`config.mk`:
```
export PLATFORM = sky130hd
export DESIGN_NAME = e203_icb_stub_slave
export DESIGN_NICKNAME = d
export VERILOG_FILES = /design/src/rtl/e203_icb_stub_slave.sv
export SDC_FILE = /design/constraint.sdc
export NUM_CORES = 1
export LEC_CHECK = 0
export BUFFER_PORTS_ARGS = -buffer_cell sky130_fd_sc_hd__buf_2
export CAP_MARGIN = 5
export CORE_MARGIN = 3
export CORE_UTILIZATION = 67
export CTS_CLUSTER_SIZE = 16
export DETAILED_ROUTE_END_ITERATION = 6
export PLACE_DENSITY_LB_ADDON = 0.3
export SYNTH_ARGS = -nofsm -noshare
export SYNTH_HDL_FRONTEND = slang
export SYNTH_SLANG_ARGS = --single-unit
```
`constraint.sdc`:
```
create_clock -name clk -period 6.7 [get_ports clk]
set_clock_uncertainty 0.2 [all_clocks]
set_input_delay 0.335 -clock clk [delete_from_list [all_inputs] [get_ports clk]]
set_output_delay 0.335 -clock clk [all_outputs]
set_load 0.01 [all_outputs]
```
`src/rtl/e203_icb_stub_slave.sv`:
```
// ICB stub target: small scratch register file behind an address window, with
// programmable response latency and an in-order outstanding-response queue.
module e203_icb_stub_slave #(
   parameter int             AW        = 32,
   parameter int             DW        = 32,
   parameter int             DEPTH     = 4,
   parameter int             LAT       = 2,
   parameter int             MEM_WORDS = 16,
   parameter logic [AW-1:0]  WIN_BASE  = 32'h1000_0000,
   parameter logic [AW-1:0]  WIN_MASK  = 32'h0000_003F
) (
   input  logic                         clk,
   input  logic                         rst_n,
   input  logic                         icb_cmd_valid,
   output logic                         icb_cmd_ready,
   input  logic [AW-1:0]                icb_cmd_addr,
   input  logic                         icb_cmd_read,
   input  logic [DW-1:0]                icb_cmd_wdata,
   input  logic [DW/8-1:0]              icb_cmd_wmask,
   output logic                         icb_rsp_valid,
   input  logic                         icb_rsp_ready,
   output logic                         icb_rsp_err,
   output logic [DW-1:0]                icb_rsp_rdata,
   output logic [$clog2(DEPTH+1)-1:0]   outstanding
);

   localparam int BW = DW/8;
   localparam int PW = $clog2(DEPTH);
   localparam int CW = $clog2(DEPTH+1);
   localparam int IW = $clog2(MEM_WORDS);
   localparam int OW = $clog2(BW);

   typedef struct packed {
      logic          vld;
      logic          err;
      logic [DW-1:0] rdata;
      logic [3:0]    cnt;
   } ent_t;

   ent_t          ent_q [DEPTH];
   ent_t          ent_d [DEPTH];
   logic [DW-1:0] mem_q [MEM_WORDS];
   logic [PW-1:0] wptr_q, wptr_d, rptr_q, rptr_d;
   logic [CW-1:0] cnt_q, cnt_d;

   logic          full, empty, acc, pop, hit;
   logic [IW-1:0] idx;

   assign full  = (cnt_q == CW'(DEPTH));
   assign empty = (cnt_q == '0);
   assign hit   = ((icb_cmd_addr & ~WIN_MASK) == WIN_BASE);
   assign idx   = icb_cmd_addr[OW +: IW];

   // Ready depends only on registered count, so a pop never frees a slot same-cycle.
   assign icb_cmd_ready = !full;
   assign acc           = icb_cmd_valid & icb_cmd_ready;
   assign icb_rsp_valid = !empty && (ent_q[rptr_q].cnt == 4'd0);
   assign pop           = icb_rsp_valid & icb_rsp_ready;
   assign icb_rsp_err   = icb_rsp_valid & ent_q[rptr_q].err;
   assign icb_rsp_rdata = icb_rsp_valid ? ent_q[rptr_q].rdata : '0;
   assign outstanding   = cnt_q;

   always_comb begin
      for (int i = 0; i < DEPTH; i++) begin
         ent_d[i] = ent_q[i];
         // Younger entries keep counting down even while the head is stalled.
         if (ent_q[i].vld && ent_q[i].cnt != 4'd0)
            ent_d[i].cnt = ent_q[i].cnt - 4'd1;
      end
      if (pop)
         ent_d[rptr_q].vld = 1'b0;
      if (acc) begin
         ent_d[wptr_q].vld   = 1'b1;
         ent_d[wptr_q].err   = !hit;
         ent_d[wptr_q].rdata = (hit && icb_cmd_read) ? mem_q[idx] : '0;
         ent_d[wptr_q].cnt   = 4'(LAT);
      end
      wptr_d = wptr_q + PW'(acc);
      rptr_d = rptr_q + PW'(pop);
      cnt_d  = cnt_q + CW'(acc) - CW'(pop);
   end

   always_ff @(posedge clk or negedge rst_n) begin
      if (!rst_n) begin
         for (int i = 0; i < DEPTH; i++) ent_q[i] <= '0;
         wptr_q <= '0;
         rptr_q <= '0;
         cnt_q  <= '0;
      end else begin
         for (int i = 0; i < DEPTH; i++) ent_q[i] <= ent_d[i];
         wptr_q <= wptr_d;
         rptr_q <= rptr_d;
         cnt_q  <= cnt_d;
      end
   end

   always_ff @(posedge clk or negedge rst_n) begin
      if (!rst_n) begin
         for (int i = 0; i < MEM_WORDS; i++) mem_q[i] <= '0;
      end else if (acc && hit && !icb_cmd_read) begin
         for (int b = 0; b < BW; b++)
            if (icb_cmd_wmask[b]) mem_q[idx][b*8 +: 8] <= icb_cmd_wdata[b*8 +: 8];
      end
   end

endmodule

```
# After elaboration in Yosys (flattened, before gate mapping)
# Index checks and enable logic that the tools add are counted.
# totals
output_inout_bits	38
reg_bits	671
in_bits	73
elab_cells	126
# op_classes
bitwise_logic	6
order_cmp	6
muxes	48
addsub	8
eq_ne	2
n_reduce_logical	21
# op_table
op	n
two-way mux 512 bit	7
bitwise mux 512 bit	4
bitwise mux 152 bit	5
demux 32 bit (select 4 bit)	4
demux 38 bit (select 2 bit)	5
two-way mux 152 bit	2
two-way mux 32 bit	5
binary-select mux 32 bit (select 4 bit)	1
two-way mux 37 bit	3
binary-select mux 38 bit (select 2 bit)	1
two-way mux 38 bit	2
two-way mux 36 bit	1
== test 26 x 23 -> 1 bit, second input constant	1
two-way mux 24 bit	1
two-way mux 4 bit	5
two-way mux 16 bit	1
nonzero test 4 bit	4
subtractor 4 x 1 -> 4 bit, second input constant	4
logical AND 1 bit	11
two-way mux 8 bit	1
greater-or-equal comparator 3 bit, second input constant	2
less-than comparator 3 x 1 -> 1 bit, second input constant	2
inverter 2 -> 3 bit	2
greater-or-equal comparator 5 bit, second input constant	1
10 further kinds	16

# Longest topological paths before layout
# Gate-level depths: netlist of the first run.
# logic_depth
ltp_word	16
depth_mapped	10
depth_no_buf	7

# Least setup slack after synthesis of the first run
# Ideal clock, no wire load.
# synth_path
path_type	register to register
start	register cnt_q[1] (netlist: outstanding[1])
end	register cnt_q[2] (netlist: outstanding[2])
t_arrival_ns	2.600
synth_period_minus_slack_ns	2.922
path_buffers	3
setup_ns	0.123
path_stages_with_launch	11
setup_slack_ns	3.778
required_time_ns	6.377
cell_sequence	dfrtp_1 -> or3b_1 -> buf_2 -> nand2_1 -> buf_2 -> buf_2 -> inv_1 -> xnor2_1 -> ha_1 -> fa_1 -> xnor2_1
# synth_between
elab_chain_cells	5
elab_cells_between_ends	9
cone_classes	add/sub (2); eq/ne (1); bitwise (2); reduce/logical (4)
# synth_rtl
item	line_no	text
start, declared	44	logic [CW-1:0] cnt_q, cnt_d;
start signal, assigned	93	cnt_q <= cnt_d;
== test 3 bit	49	assign full = (cnt_q == CW'(DEPTH));
logical NOT 1 bit	55	assign icb_cmd_ready = !full;
net icb_cmd_ready	15	output logic icb_cmd_ready,
bitwise AND 1 bit	56	assign acc = icb_cmd_valid & icb_cmd_ready;
adder 3 x 1 -> 3 bit	80	cnt_d = cnt_q + CW'(acc) - CW'(pop);
subtractor 3 x 1 -> 3 bit	80	
net cnt_d[2]	44	
# The timed path passes the listed nets, and every way through them passes these cells.
# A chain may end at the register's enable or synchronous reset.

# Worst setup path after layout of the first run
# layout_path
start	register cnt_q[2] (netlist: outstanding[2])
end	register mem_q[361] (netlist name)
# layout_between
elab_chain_cells	5
# layout_rtl
item	line_no	text
== test 3 bit	49	
logical NOT 1 bit	55	
bitwise AND 1 bit	56	
logical AND 1 bit (2 in series)	100	end else if (acc && hit && !icb_cmd_read) begin
end signal, assigned by index	102	if (icb_cmd_wmask[b]) mem_q[idx][b*8 +: 8] <= icb_cmd_wdata[b*8 +: 8];
end, declared	42	logic [DW-1:0] mem_q [MEM_WORDS];
# No other way between the ends.

==> results.sh, run 1 <==
export IMPL_drcViolationCount=0
export IMPL_numCtsBuffers=69
export IMPL_power_leakage_uw=0.0167
export IMPL_fp_coreArea_um2=45800
export IMPL_swShare=0.262
export IMPL_first_pass_iters=6
export IMPL_holdPathEnd="mem_q[470]$_DFFE_PN0P_"
export IMPL_wire_per_inst_um=25.3
export IMPL_hold_viol_final=0
export IMPL_dieArea_um2=49400
export IMPL_status="complete, no violations"
export IMPL_routed_via_density=6.65
export IMPL_rsz0062_at_grt="no"
export IMPL_synth_cell_types=42
export IMPL_power_internal_uw=6880
export IMPL_post_route_period_util=0.524
export IMPL_grt_overflow=0
export IMPL_num_rows=78
export IMPL_endpoint_kind="register"
export IMPL_reg2reg_to="mem_q[361]$_DFFE_PN0P_"
export IMPL_io_pins=111
export IMPL_critPathKind="reg -> reg"
export IMPL_setup_tns_ps=0
export IMPL_clock_sinks=671
export IMPL_cts_htree_levels=3
export IMPL_synth_edf_count=0
export IMPL_synth_fp_nets=2270
export IMPL_wl_mm=73.5
export IMPL_io_buffers=108
export IMPL_postPlaceCellArea_um2=32200
export IMPL_power_density_nw_per_um2=268
export IMPL_grt_max_degree=190
export IMPL_antenna_left=0
export IMPL_grt_usage=0.302
export IMPL_cp_max_fo=45
export IMPL_period_minus_slack_ps=3510
export IMPL_clk_path_buf_depth=3
export IMPL_hold_path_depth=2
export IMPL_gp_congestion=0.803
export IMPL_final_cell_mix="dfrtp_1 (670), mux2_2 (499), nand2_1 (213), mux4_2 (162), o21ai_0 (133)"
export IMPL_final_layout_size_suffix_gt1_frac=0.420
export IMPL_r2r_slack_ps=3190
export IMPL_switching_power_uw=2450
export IMPL_syn_area_um2=31400
export IMPL_cap_violations=0
export IMPL_yosys_most_used_dff="dfrtp_1"
export IMPL_die_w_um=222
export IMPL_postSynthAreaPerCell_um2=14.3
export IMPL_grt_pass1_wl_mm=117
export IMPL_async_reset_ff_frac=1.00
export IMPL_setup_violations=0
export IMPL_final_util=0.761
export IMPL_ys_seq_elements=671
export IMPL_reg2reg_depth=5
export IMPL_start_util=0.685
export IMPL_required_ps=6970
export IMPL_cp_arrival_ps=3790
export IMPL_syn2layout_area_growth_pct=11.1
export IMPL_reg2reg_from="outstanding[2]$_DFF_PN0_"
export IMPL_first_iter_violations=1571
export IMPL_vias=19300
export IMPL_grt_pass1_vias=20700
export IMPL_design_area_um2=34800
export IMPL_p_clk_frac=0.426
export IMPL_clk_pin_slew_ps=70
export IMPL_tightest_slew_ps=1230
export IMPL_combPwrFrac=0.119
export IMPL_hp_start="icb_cmd_wdata[22]"
export IMPL_vdd_drop_max_mv=0.475
export IMPL_critPathLaunchType="register"
export IMPL_fmaxAchievable_mhz=285
export IMPL_seqPwrFrac=0.455
export IMPL_relSlewSlack=0.165
export IMPL_insertion_delay_ps=600
export IMPL_final_max_slew_viol_count=0
export IMPL_yosysWarnings=0
export IMPL_cts_tree="yes"
export IMPL_seq_area_frac_synth=0.535
export IMPL_hpwl_mm=44.7
export IMPL_hold_class="in -> reg"
export IMPL_final_nets=2331
export IMPL_syn_inst=2190
export IMPL_antenna_found_initial=3
export IMPL_cts_root_buf="clkbuf_16"
export IMPL_final_common_cell="dfrtp_1"
export IMPL_die_y_um=222
-- logic make-up (layout without fill, tap and decap cells) --
logic type | count (synthesis) | in the layout | share of synthesized area
mux | 675 | 675 | 0.300
flops | 671 | 671 | 0.535
simple gates | 416 | 416 | 0.0877
compound gates | 217 | 217 | 0.0439
buf+inv | 188 | 303 | 0.0250
xor+xnor | 16 | 16 | 0.00447
fa+ha+maj | 7 | 7 | 0.00303
other cells | 0 | 2 | 0
-- repair_timing --
action | in CTS | in global routing
gates resized for setup | 0 | 0
endpoints found under the hold margin | 391 | 0
hold buffers | 26 | 0
buffers inserted | 0 | 0
-- synthesized netlist by cell type, types with 2 or more instances --
| cell type | n | area [um2] |
|---|---|---|
| nor4_1 | 10 | 62.6 |
| o211ai_1 | 6 | 45.0 |
| nand3_1 | 3 | 15.0 |
| nor3_1 | 6 | 30.0 |
| and4b_1 | 4 | 40.0 |
| nor4b_1 | 5 | 43.8 |
| buf_1 | 8 | 30.0 |
| xor2_1 | 8 | 70.1 |
| o311ai_0 | 4 | 35.0 |
| nand2_1 | 214 | 803 |
| nor2b_1 | 6 | 37.5 |
| and3_1 | 33 | 206 |
| inv_1 | 18 | 67.6 |
| buf_6 | 3 | 33.8 |
| clkbuf_1 | 124 | 465 |
| nor4_4 | 48 | 1020 |
| mux4_2 | 162 | 3650 |
| buf_2 | 30 | 150 |
| nand4b_1 | 2 | 17.5 |
| buf_4 | 5 | 37.5 |
| and4bb_2 | 5 | 62.6 |
| o31ai_1 | 7 | 52.6 |
| nor3b_1 | 2 | 15.0 |
| ha_1 | 6 | 75.1 |
| dfrtp_1 | 671 | 16800 |
| nand4_1 | 3 | 18.8 |
| mux2_1 | 13 | 146 |
| a21oi_1 | 2 | 10.0 |
| xnor2_1 | 8 | 70.1 |
| o21ai_0 | 133 | 666 |
| nor2_1 | 50 | 188 |
| mux2_2 | 499 | 5620 |
| or4_1 | 20 | 150 |
| a22o_1 | 64 | 561 |
-- worst max path at each step --
stage / from / to / slack, ps / cells after the start
4_1_cts: outstanding[2]$_DFF_PN0_ / mem_q[361]$_DFFE_PN0P_ / 3220 / 5
5_1_grt: outstanding[2]$_DFF_PN0_ / mem_q[361]$_DFFE_PN0P_ / 3060 / 5
3_3_place_gp: icb_cmd_addr[20] / mem_q[344]$_DFFE_PN0P_ / 2820 / 6
2_1_floorplan: outstanding[1]$_DFF_PN0_ / outstanding[2]$_DFF_PN0_ / 3780 / 10
6_report: outstanding[2]$_DFF_PN0_ / mem_q[361]$_DFFE_PN0P_ / 3190 / 5
3_5_place_dp: icb_cmd_addr[23] / mem_q[279]$_DFFE_PN0P_ / 2690 / 6
-- state kept, by name, indices dropped and copies added (netlist names) --
signal	flops
mem_q	512
ent_q	152
outstanding	3
rptr_q	2
wptr_q	2
-- worst max-delay path, cell delays in order, from the launching register on --
cell and delay, ps:
dfrtp_1 420, or3b_1 350, nand2_4 490, buf_4 560, nor4_4 900, mux2_2 420
-- power by group through the flow --
stage | Clock [uW] | Combinational, uW | Sequential (uW)
2_1_floorplan | 0 | 746 | 4300
3_3_place_gp | 0 | 1050 | 4300
3_5_place_dp | 0 | 1080 | 4310
4_1_cts | 4020 | 1110 | 4240
5_1_grt | 4190 | 1210 | 4250
6_report | 3980 | 1110 | 4250
-- cell type report --
type / instances / area [um2]
Clock inverter: 28 / 342
Tap cell: 600 / 751
Timing Repair Buffer: 160 / 1050
Antenna cell: 2 / 5.00
Sequential cell: 671 / 16800
Multi-Input combinational cell: 1331 / 13800
Inverter: 18 / 67.6
Clock buffer: 97 / 2020
Fill cell: 2642 / 10900
-- per-layer routing --
layer  track usage  wire [um]
met1         0.401      29000
met4         0.103       2050
met3        0.0613       5250
met2         0.505      37200
met5             0         14
-- stage by stage --
| stage | worst slack, ps | power (uW) | hold slack (ps) | instances |
|---|---|---|---|---|
| 2_1_floorplan | 3780 | 5040 | -161 | 2190 |
| 3_3_place_gp | 2820 | 5350 | 235 | 2754 |
| 3_5_place_dp | 2690 | 5400 | 249 | 2754 |
| 4_1_cts | 3220 | 9370 | 1.66 | 2905 |
| 5_1_grt | 3060 | 9650 | 34.1 | 2906 |
| 6_report | 3190 | 9330 | 22.0 | 2907 |
Note: power is estimated with default switching activity, not from simulation.
==> inputs of run 2 (changes only) <==
--- a/config.mk
+++ b/config.mk
@@ -8,7 +8,7 @@
 export BUFFER_PORTS_ARGS = -buffer_cell sky130_fd_sc_hd__buf_2
 export CAP_MARGIN = 5
 export CORE_MARGIN = 3
-export CORE_UTILIZATION = 67
+export CORE_UTILIZATION = 62
 export CTS_CLUSTER_SIZE = 16
 export DETAILED_ROUTE_END_ITERATION = 6
 export PLACE_DENSITY_LB_ADDON = 0.3
==> constraint.sdc (replaced) <==
create_clock -name clk -period 3.49 [get_ports clk]
set_clock_uncertainty 0.2 [all_clocks]
set_input_delay 0.1745 -clock clk [delete_from_list [all_inputs] [get_ports clk]]
set_output_delay 0.1745 -clock clk [all_outputs]
set_load 0.01 [all_outputs]
==> results.sh, run 2 (synthesized netlist as in run 1, its figures left out) <==
export IMPL_hpwl_mm=45.2
export IMPL_nFillCells=3187
export IMPL_antenna_left=0
export IMPL_cts_htree_levels=3
export IMPL_reg2reg_depth=6
export IMPL_largest_reg_flops=512
export IMPL_numCtsBuffers=69
export IMPL_final_nets=2405
export IMPL_setup_violations=0
export IMPL_holdPathEnd="mem_q[181]$_DFFE_PN0P_"
export IMPL_cap_violations=0
export IMPL_first_pass_iters=5
export IMPL_relSlewSlack=0.254
export IMPL_power_density_nw_per_um2=501
export IMPL_syn2layout_area_growth_pct=13.6
export IMPL_post_route_period_util=0.890
export IMPL_grt_usage=0.275
export IMPL_r2r_slack_ps=630
export IMPL_cp_slowest_stage_delay_ps=550
export IMPL_cts_tree="yes"
export IMPL_insertion_delay_ps=590
export IMPL_vias=19300
export IMPL_antenna_found_initial=1
export IMPL_fmaxAchievable_mhz=322
export IMPL_io_buffers=108
export IMPL_final_cell_mix="dfrtp_1 (670), mux2_2 (499), nand2_1 (213), mux4_2 (162), o21ai_0 (133)"
export IMPL_dieArea_um2=53300
export IMPL_grt_max_degree=121
export IMPL_postPlaceCellArea_um2=32900
export IMPL_critPathKind="reg -> out"
export IMPL_wire_per_inst_um=23.4
export IMPL_power_leakage_uw=0.0171
export IMPL_clk_pin_slew_ps=60
export IMPL_cp_max_fo=35
export IMPL_seq_area_um2=16800
export IMPL_die_w_um=231
export IMPL_hold_viol_final=0
export IMPL_endpoint_kind="output port"
export IMPL_grt_overflow=0
export IMPL_die_y_um=231
export IMPL_path_cells="nor4_1, mux4_2, buf_4, and3_1, buf_2"
export IMPL_final_max_slew_viol_count=0
export IMPL_hold_class="in -> reg"
export IMPL_cts_root_buf="clkbuf_16"
export IMPL_critPathLaunchType="register"
export IMPL_regMostFlops="mem_q"
export IMPL_cp_arrival_ps=2730
export IMPL_reg2reg_from="outstanding[1]$_DFF_PN0_"
export IMPL_cts_resized=0
export IMPL_final_common_cell="dfrtp_1"
export IMPL_drcViolationCount=0
export IMPL_multi_input_area_um2=13800
export IMPL_reg2reg_to="mem_q[364]$_DFFE_PN0P_"
export IMPL_setup_tns_ps=0
export IMPL_grt_pass1_wl_mm=115
export IMPL_vdd_drop_max_mv=0.393
export IMPL_clk_path_buf_depth=3
export IMPL_rsz0062_at_grt="no"
export IMPL_num_rows=81
export IMPL_cpMaxStageDelayCell="nor4_1"
export IMPL_hp_start="icb_cmd_addr[3]"
export IMPL_gp_congestion=0.798
export IMPL_status="complete, no violations"
export IMPL_fp_coreArea_um2=49500
export IMPL_period_minus_slack_ps=3100
export IMPL_first_iter_violations=1445
export IMPL_final_layout_size_suffix_gt1_frac=0.432
export IMPL_required_ps=3120
export IMPL_start_util=0.634
export IMPL_io_pins=111
export IMPL_wl_mm=71.2
export IMPL_hold_path_depth=5
export IMPL_clock_sinks=671
export IMPL_grt_pass1_vias=20500
export IMPL_tightest_slew_ps=1120
export IMPL_design_area_um2=35600
export IMPL_routed_via_density=6.35
## run 2: critical path, delay by kind of cell, from the launching register on
family	cells	cell delay, ps
flip-flops	1	430
AND/OR/NAND/NOR	2	830
multiplexers	1	390
buffers and inverters	2	490
## run 2: area by class of cell
| class | count | area share |
|---|---|---|
| multi-input combinational | 1331 | 0.388 |
| inverter | 18 | 0.00190 |
| sequential | 671 | 0.471 |
| timing repair buffer | 234 | 0.0499 |
| clock inverter | 14 | 0.00453 |
| tap | 664 | 0.0233 |
| clock buffer | 108 | 0.0614 |
| antenna | 1 | 0.0000702 |
## run 2: how the worst max path moves through the flow
stage | start | endpoint | slack [ps] | cells past startpoint
final | ent_q[2]$_DFF_PN0_ | icb_rsp_rdata[20] | 390 | 5
after global routing | ent_q[2]$_DFF_PN0_ | icb_rsp_rdata[30] | 270 | 5
after CTS | ent_q[2]$_DFF_PN0_ | icb_rsp_rdata[19] | 350 | 5
after detailed placement | icb_cmd_addr[26] | mem_q[471]$_DFFE_PN0P_ | 440 | 6
after global placement | icb_cmd_addr[20] | mem_q[469]$_DFFE_PN0P_ | 540 | 6
after floorplan | outstanding[1]$_DFF_PN0_ | outstanding[2]$_DFF_PN0_ | 570 | 10
## run 2: layer usage
layer	GRT usage	up-vias	wire [um]
li1	-	8385	-
met1	0.390	10300	30300
met4	0.0726	0	1290
met3	0.0397	97	3900
met5	0	-	0
met2	0.455	579	35700
## run 2: report_power, final
group	internal [uW]	leakage, uW	total, uW	switching (uW)
clock	4530	0.00116	7500	2970
sequential	7970	0.00931	8160	191
combinational	725	0.00661	2210	1480
total	13200	0.0171	17900	4650
## run 2: stage by stage
| step | hold WS, ps | instances | util | power, uW | worst slack, ps |
|---|---|---|---|---|---|
| CTS | 163 | 3040 | 0.721 | 18000 | 346 |
| global placement | 9.80 | 2881 | 0.666 | 10400 | 541 |
| global route | 206 | 3041 | 0.721 | 18600 | 270 |
| finish | 195 | 3041 | 0.721 | 17900 | 385 |
| floorplan | -321 | 2190 | - | 9680 | 568 |
| detailed placement | 12.6 | 2881 | 0.666 | 10500 | 437 |
## run 2: repair_timing
item                      in CTS  in global routing
hold endpoints to repair    1014                  0
hold buffers                  37                  0
setup buffers                  0                  0
